`src/rtl/midi_encode.sv`:
```
// midi_encode
// Builds 3-byte MIDI Note On/Off messages from parallel note events and
// shifts them out as 8N1 serial at BAUD_RATE on an idle-high MIDI OUT line.
//
// Parameters
//   INPUT_CLOCK_FREQ  : system clock in Hz
//   BAUD_RATE         : serial rate in bit/s (BAUD_PERIOD = freq / rate)
//   RUNNING_STATUS_EN : 1 = omit the status byte when it repeats the last one
//
// Ports
//   clk_in        : system clock, rising edge
//   rst_in        : asynchronous active-low reset
//   note_valid_in : event valid
//   ready_out     : event can be accepted this cycle
//   status_in     : 1 = Note On (0x9n), 0 = Note Off (0x8n)
//   channel_in    : MIDI channel n
//   note_in       : note number (bit 7 dropped)
//   velocity_in   : velocity (bit 7 dropped)
//   tx_wire_out   : registered serial line, idle high
//   busy_out      : high from acceptance until the last stop bit ends
//   msg_done_out  : one-cycle pulse after the last stop bit of a message
module midi_encode #(
  parameter int INPUT_CLOCK_FREQ  = 100_000_000,
  parameter int BAUD_RATE         = 31250,
  parameter bit RUNNING_STATUS_EN = 1'b0
) (
  input  logic       clk_in,
  input  logic       rst_in,
  input  logic       note_valid_in,
  output logic       ready_out,
  input  logic       status_in,
  input  logic [3:0] channel_in,
  input  logic [7:0] note_in,
  input  logic [7:0] velocity_in,
  output logic       tx_wire_out,
  output logic       busy_out,
  output logic       msg_done_out
);

  localparam int BAUD_PERIOD = INPUT_CLOCK_FREQ / BAUD_RATE;
  localparam int CNT_W       = (BAUD_PERIOD > 1) ? $clog2(BAUD_PERIOD) : 1;
  localparam logic [CNT_W-1:0] BAUD_LAST = CNT_W'(BAUD_PERIOD - 1);

  typedef enum logic [2:0] {
    S_IDLE,
    S_START,
    S_DATA,
    S_STOP,
    S_DONE
  } state_t;

  state_t           r_state;
  state_t           w_nextState;
  logic [CNT_W-1:0] r_baudCnt;
  logic [CNT_W-1:0] w_nextBaud;
  logic [2:0]       r_bitIdx;
  logic [2:0]       w_nextBit;
  logic [1:0]       r_byteIdx;
  logic [1:0]       w_nextByte;
  logic [23:0]      r_msg;
  logic [7:0]       r_lastStatus;
  logic             r_tx;

  logic             w_accept;
  logic             w_skip;
  logic             w_baudLast;
  logic [7:0]       w_status;
  logic [7:0]       w_data1;
  logic [7:0]       w_data2;
  logic [7:0]       w_txByte;
  logic             w_txNext;

  // Message bytes assembled straight from the event inputs; the data bytes
  // have bit 7 cleared so they can never be mistaken for a status byte.
  assign w_status = {(status_in ? 4'h9 : 4'h8), channel_in};
  assign w_data1  = note_in & 8'h7F;
  assign w_data2  = velocity_in & 8'h7F;

  // Last-status resets to 0x00, which no real status byte can equal, so the
  // first event after reset always carries its status byte.
  assign w_skip     = RUNNING_STATUS_EN && (w_status == r_lastStatus);
  assign w_baudLast = (r_baudCnt == BAUD_LAST);

  // DONE doubles as an accepting state so a held valid starts the next
  // message without an extra idle cycle.
  assign ready_out    = (r_state == S_IDLE) || (r_state == S_DONE);
  assign busy_out     = !ready_out;
  assign msg_done_out = (r_state == S_DONE);
  assign tx_wire_out  = r_tx;

  // Next-state logic: each line state holds for one baud period, bytes run
  // start -> 8 data bits -> stop, and the stop of the final byte leads to DONE.
  // A skipped status byte simply starts the byte index at 1.
  always_comb begin
    w_nextState = r_state;
    w_nextBaud  = r_baudCnt;
    w_nextBit   = r_bitIdx;
    w_nextByte  = r_byteIdx;
    w_accept    = 1'b0;
    case (r_state)
      S_IDLE, S_DONE: begin
        w_nextState = S_IDLE;
        if (note_valid_in) begin
          w_accept    = 1'b1;
          w_nextState = S_START;
          w_nextBaud  = '0;
          w_nextBit   = 3'd0;
          w_nextByte  = w_skip ? 2'd1 : 2'd0;
        end
      end
      S_START: begin
        if (w_baudLast) begin
          w_nextBaud  = '0;
          w_nextBit   = 3'd0;
          w_nextState = S_DATA;
        end else begin
          w_nextBaud = r_baudCnt + CNT_W'(1);
        end
      end
      S_DATA: begin
        if (w_baudLast) begin
          w_nextBaud = '0;
          if (r_bitIdx == 3'd7) begin
            w_nextState = S_STOP;
          end else begin
            w_nextBit = r_bitIdx + 3'd1;
          end
        end else begin
          w_nextBaud = r_baudCnt + CNT_W'(1);
        end
      end
      S_STOP: begin
        if (w_baudLast) begin
          w_nextBaud = '0;
          if (r_byteIdx == 2'd2) begin
            w_nextState = S_DONE;
          end else begin
            w_nextByte  = r_byteIdx + 2'd1;
            w_nextState = S_START;
          end
        end else begin
          w_nextBaud = r_baudCnt + CNT_W'(1);
        end
      end
      default: begin
        w_nextState = S_IDLE;
      end
    endcase
  end

  // The line level is computed for the state being entered and registered,
  // so the start bit appears on the first cycle after acceptance and the
  // output never has a combinational path from the inputs.
  always_comb begin
    w_txByte = r_msg[7:0];
    case (w_nextByte)
      2'd0:    w_txByte = r_msg[23:16];
      2'd1:    w_txByte = r_msg[15:8];
      default: w_txByte = r_msg[7:0];
    endcase
    w_txNext = 1'b1;
    case (w_nextState)
      S_START: w_txNext = 1'b0;
      S_DATA:  w_txNext = w_txByte[w_nextBit];
      default: w_txNext = 1'b1;
    endcase
  end

  // State, counters and line register; reset aborts any byte in flight.
  always_ff @(posedge clk_in or negedge rst_in) begin
    if (!rst_in) begin
      r_state   <= S_IDLE;
      r_baudCnt <= '0;
      r_bitIdx  <= 3'd0;
      r_byteIdx <= 2'd0;
      r_tx      <= 1'b1;
    end else begin
      r_state   <= w_nextState;
      r_baudCnt <= w_nextBaud;
      r_bitIdx  <= w_nextBit;
      r_byteIdx <= w_nextByte;
      r_tx      <= w_txNext;
    end
  end

  // Event capture: the message and running-status memory only change on
  // acceptance, so the inputs are free to move during transmission.
  always_ff @(posedge clk_in or negedge rst_in) begin
    if (!rst_in) begin
      r_msg        <= 24'h0;
      r_lastStatus <= 8'h00;
    end else if (w_accept) begin
      r_msg        <= {w_status, w_data1, w_data2};
      r_lastStatus <= w_status;
    end
  end

endmodule
```
`config.mk`:
```
export PLATFORM = sky130hd
export DESIGN_NAME = midi_encode
export DESIGN_NICKNAME = d
export VERILOG_FILES = /design/src/rtl/midi_encode.sv
export SDC_FILE = /design/constraint.sdc
export NUM_CORES = 1
export LEC_CHECK = 0
export ABC_AREA = 0
export BUFFER_PORTS_ARGS = -buffer_cell sky130_fd_sc_hd__buf_2
export CAP_MARGIN = 20
export CORE_ASPECT_RATIO = 1.25
export CORE_UTILIZATION = 52
export CTS_CLUSTER_SIZE = 28
export DETAILED_ROUTE_END_ITERATION = 12
export GPL_TIMING_DRIVEN = 0
export PLACE_DENSITY_LB_ADDON = 0.1
export SETUP_SLACK_MARGIN = 0.3
export SLEW_MARGIN = 20
export SYNTH_ARGS = -nofsm -noshare
export SYNTH_HDL_FRONTEND = slang
export SYNTH_SLANG_ARGS = --single-unit
```
`constraint.sdc`:
```
create_clock -name clk_in -period 2.68 [get_ports clk_in]
set_input_delay 0.134 -clock clk_in [delete_from_list [all_inputs] [get_ports clk_in]]
set_output_delay 0.134 -clock clk_in [all_outputs]
set_load 0.05 [all_outputs]
```
; After elaboration in Yosys (flattened, before gate mapping)
; Cells that the tools add are included.
[word_totals]
regBits = 43
in_bits = 24
output_inout_bits = 4
elab_cells = 55
[classes]
n_addsub = 3
magnitude_cmp = 1
eq_ne = 11
muxes = 26
n_reduce_logical = 8
[op_table]
columns = operator, n
row1 = $mux 3, 9
row2 = $mux 12, 2
row3 = $pmux 12 s2, 1
row4 = $pmux 8 s2, 1
row5 = $add 12x1->12 const B, 1
row6 = $eq 12x12->1 const B, 1
row7 = $pmux 3 s4, 1
row8 = $eq 3x2->1 const B, 3
row9 = $pmux 3 s3, 1
row10 = $eq 3x1->1 const B, 2
row11 = $eq 3x3->1 const B, 2
row12 = $mux 2, 3
row13 = $mux 1, 5
row14 = $lt 3x4->1 const B, 1
row15 = $pmux 2 s2, 1
row16 = $add 3x1->3 const B, 1
row17 = $bmux 1 s3, 1
row18 = $logic_not 3->1, 1
row19 = $reduce_or 3->1, 1
row20 = $add 2x1->2 const B, 1
row21 = $eq 2x1->1 const B, 1
row22 = $eq 2x2->1 const B, 1
row23 = $logic_not 2->1, 1
row24 = $ne 2x2->1 const B, 1
row25 = 6 further kinds, 6

; Longest topological paths before layout
[logic_depth]
word_depth = 9
mapped_depth = 10
mapped_depth_nobuf = 9

; Least setup slack after synthesis
; Ideal clock, no wire load.
[synth_path]
path_type = register to register
startpoint = reg r_state[1]
endpoint = reg r_tx (netlist: tx_wire_out)
setup_ns = 0.083
arrival_time_ns = 2.658
required_time_ns = 2.597
setup_slack_ns = -0.062
stages_incl_launch_ff = 10
path_buffers = 1
synth_period_minus_slack_ns = 2.742
cell_sequence = dfrtp_1 clkbuf_1 nor2_1 a21oi_1 mux2i_2 inv_2 a222oi_1 mux2_1 mux2_4 a21oi_2
[synth_via]
elab_chain_len = 8
word_cells_on_any_way = 21
cone_classes = eq/ne: 7 / mux: 11 / reduce/logical: 3
[synth_lines]
columns = item, line
row1 = start: declaration, 52  ; state_t r_state;
row2 = start signal: assignment, 178  ; r_state <= w_nextState;
row3 = $eq 3x3->1 / $logic_not 3->1 (equally long branches), 100  ; case (r_state)
row4 = $reduce_or 2->1, 100
row5 = $pmux 2 s2 *, 100
row6 = net w_nextByte[1], 59  ; logic [1:0] w_nextByte;
row7 = $eq 2x1->1 / $logic_not 2->1 (equally long branches), 156  ; case (w_nextByte)
row8 = $pmux 8 s2 *, 156
row9 = $bmux 1 s3 *, 164  ; S_DATA: w_txNext = w_txByte[w_nextBit];
row10 = $mux 1 (implied by the code) *, 164
row11 = $pmux 1 s2 *, 162  ; case (w_nextState)
row12 = net w_txNext, 71  ; logic w_txNext;
row13 = end signal: assignment, 182  ; r_tx <= w_txNext;
row14 = end: declaration, 62  ; logic r_tx;
; The timed path passes the listed nets; every way through them passes the cells marked *. The select of a mux whose other input is x is not followed.
; A chain may end at the register's enable or synchronous reset.

; Final worst setup path
[layout_path]
startpoint = reg r_baudCnt[8]
endpoint = reg r_tx (netlist: tx_wire_out)
[layout_via]
elab_chain_len = 8
word_cells_on_any_way = 18
cone_classes = eq/ne: 4 / mux: 13 / reduce/logical: 1
[layout_lines]
columns = item, line
row1 = start: declaration, 54  ; logic [CNT_W-1:0] r_baudCnt;
row2 = start signal: assignment, 179  ; r_baudCnt <= w_nextBaud;
row3 = $eq 12x12->1 *, 82  ; assign w_baudLast = (r_baudCnt == BAUD_LAST);
row4 = $mux 2, 133  ; if (w_baudLast) begin
row5 = $pmux 2 s2, 100
row6 = $eq 2x1->1 / $logic_not 2->1 (equally long branches), 156
row7 = $pmux 8 s2, 156
row8 = $bmux 1 s3, 164
row9 = $mux 1 (implied by the code), 164
row10 = $pmux 1 s2 *, 162
row11 = net w_txNext, 71
; Marks and branches as above.

==> metrics.txt <==
Clk Latency, worst-skew pair=300 ps; Synth Register Bits=41; aggregate global routing overflow=0; Tmin final=2814 ps; TritonCTS clock tree=yes; status=finished, violations left; Post-Route WL=5158 µm; I/O pins=28; Worst Hold Path Cells=2; clock root buffer=clkbuf_8; Max IR drop VDD=0.0003438 V; crit path DAT=3050 ps; cell family with most CP delay=simple AND/OR/NAND/NOR gates; grt peak-use layer=met2; Max transition margin=0.3956; initial antenna violation count=0; Vias=1917; Post-Syn Nets=251; total CTS buffers=5; GRT met3 Usage=0.04584; failing checks=negative setup slack; clk sinks=41; Final WS setup=-133.9 ps; clk slew on worst S/H paths=80 ps; max frequency=355.4 MHz; FF-to-FF path depth=9; routability cong.=0.8082; Hold Crit Class=input pin to register; Slew Limit Fails=0; H-tree Lvls=2; asr flop ratio synth=1.000; Synth Instances=223; DR iter-0 viols=171; Seq/Total Area, Yosys=0.4504; Power, Total=1.138 mW; # setup viols final=1; CP Launch Type=register; share of cells above drive strength 1=0.3534; Setup CP Type=register to register; unrepaired setup endpoints after global routing=yes; Area contributors post-synth=dfrtp_1 (44%), mux2_2 (9.9%), o21ai_0 (3.9%); worst hold start=note_in[2]; Post-Syn Area=2281 µm²; pin count of the biggest net entering global routing=42; CP max-delay cell=or4b_4; number of synthesized flops with an enable pin=0; CP required=2910 ps; Residual DRC=0; Yosys top cell by area=dfrtp_1; CTS Buffer Depth=2; crit-path max cell delay=550 ps; dpl hpwl=3596 µm; WP buf/inv=2; met2 usage=0.4043; Row Count=26; crit-path cells=or4b_4 -> buf_8 -> or4_4 -> mux2i_4 -> buf_6 -> nor2_2 -> o32a_1 -> mux2_4 -> a21oi_2; vias per cell=5.953; Synth Flop Type=dfrtp_1; worst-case clock skew=9.744 ps; hold_ws=65.00 ps; worst flop-to-flop path endpoint=tx_wire_out; total negative slack=-133.9 ps; Die ar.=4657 µm²; FF-to-FF Start=r_baudCnt[8]; Hold Violations, Final=0; Setup WS pre-CTS=-349.2 ps; Max-Cap Viols=0; die width=61.24 µm; n_diodes=0; Core Area=4131 µm²; Worst-Margin Slew=906.5 ps; vias in the first global route=1844; Yosys Warn Count=0; met1 Use GR=0.3062; period utilization=1.050; Buffers on Ports=25; total power divided by cell area=411.9 nW/µm²; Synth Area per Inst=10.23 µm²; Hold EP=r_msg[10]; CP Max Fanout=8; Die Span Y=76.05 µm; area growth from synthesis to layout=21.12%; top cell type's share of synthesized area=0.4388; GRT Util Overall=0.2425; first-pass GRT wire length=8418 µm; Starting Density=0.5521; R2R setup slack=-130 ps; leakage power=1.205 nW; fin area=2763 µm²; drt pass-1 iters=4; Nets=293; Post-DP Area=2479 µm²; Critical Path End Type=register; antenna violation net count after detailed routing=0; drt wl/cell=16.02 µm; Yosys cell types=57
## sequential cells by signal (all words and copies together) (netlist names)
register / count
r_state: 3
r_byteIdx: 2
r_msg: 20
tx_wire_out: 1
r_baudCnt: 12
r_bitIdx: 3
## through the flow
stage,util,instances
2_1_floorplan,-,223
3_3_place_gp,0.5999,304
3_5_place_dp,0.5999,304
4_1_cts,0.6511,319
5_1_grt,0.6687,322
6_report,0.6687,322
## cells in the mapped netlist (all sizes together) (2+ instances only)
cell type,instances
a31oi,5
a21oi,11
nand4,7
mux2i,4
ha,4
nand2,14
mux2,22
clkbuf,9
inv,10
xor2,3
o21ai,18
nand3,11
nor4,3
or3,2
nand3b,2
a222oi,2
a22oi,2
nor2b,2
or4,2
nor3,4
nor2,12
dfrtp,40
o22ai,3
and3,2
a2111oi,2
nand2b,6
a211oi,3
## power breakdown
| part | total, mW | internal [mW] | switching [mW] |
|---|---|---|---|
| registers | 0.643 | 0.634 | 0.00907 |
| logic | 0.0496 | 0.0276 | 0.0220 |
| clock network | 0.446 | 0.233 | 0.213 |
| total | 1.14 | 0.894 | 0.244 |
## area by class of cell
class,count,area (µm²)
multi-input cells,162,1266
clock buffers,7,96.34
clock inverters,1,5.005
plain buffers,10,53.80
inverters,10,37.54
repair buffers,35,206.4
well taps,56,70.07
flip-flops and latches,41,1027
fillers,344,1369
## cells in the final DEF (no fill, tap or decap), types with 4 or more instances in the layout
master    count
a21oi_1       9
nor2_1        9
a31oi_1       4
o21ai_0      18
buf_4         8
nand2b_1      6
inv_1         9
buf_2        25
mux2_2       20
clkbuf_1      5
nand4_1       7
nand3_1      11
nand2_1      14
clkbuf_8      7
dfrtp_1      40
clkbuf_2      4
## metal layers
layer,share of wire,up-vias
met5,0,-
met4,0.018,0
met3,0.035,10
met2,0.53,51
met1,0.42,937
li1,-,919
## logic make-up (layout without fill, tap and decap cells)
kind of cell             Yosys count  count (layout)  share of synthesized area
adder cells (fa/ha/maj)            4               4                    0.02194
buffers and inverters             20              63                    0.03620
AND/OR/NAND/NOR                   72              72                     0.1805
XOR/XNOR                           3               3                    0.01152
multiplexers                      26              26                     0.1295
flip-flops                        41              41                     0.4504
AO/OA/AOI/OAI                     57              57                     0.1701
## repair_timing
item,CTS,global route
pin swaps,5,6
setup buffers,6,3
hold buffers,1,0
endpoints found under the hold margin,6,0
resized for setup,12,13
setup endpoints to repair,17,18
## worst max-delay path by stage
stage,from,endpoint,cells after the start
after detailed placement,r_baudCnt[7],tx_wire_out,9
after floorplan,r_baudCnt[7],tx_wire_out,9
after global placement,r_baudCnt[7],tx_wire_out,9
after CTS,r_baudCnt[8],tx_wire_out,9
final,r_baudCnt[8],tx_wire_out,9
after global routing,r_baudCnt[8],tx_wire_out,9
No activity file was read; power rests on OpenSTA's default activity.
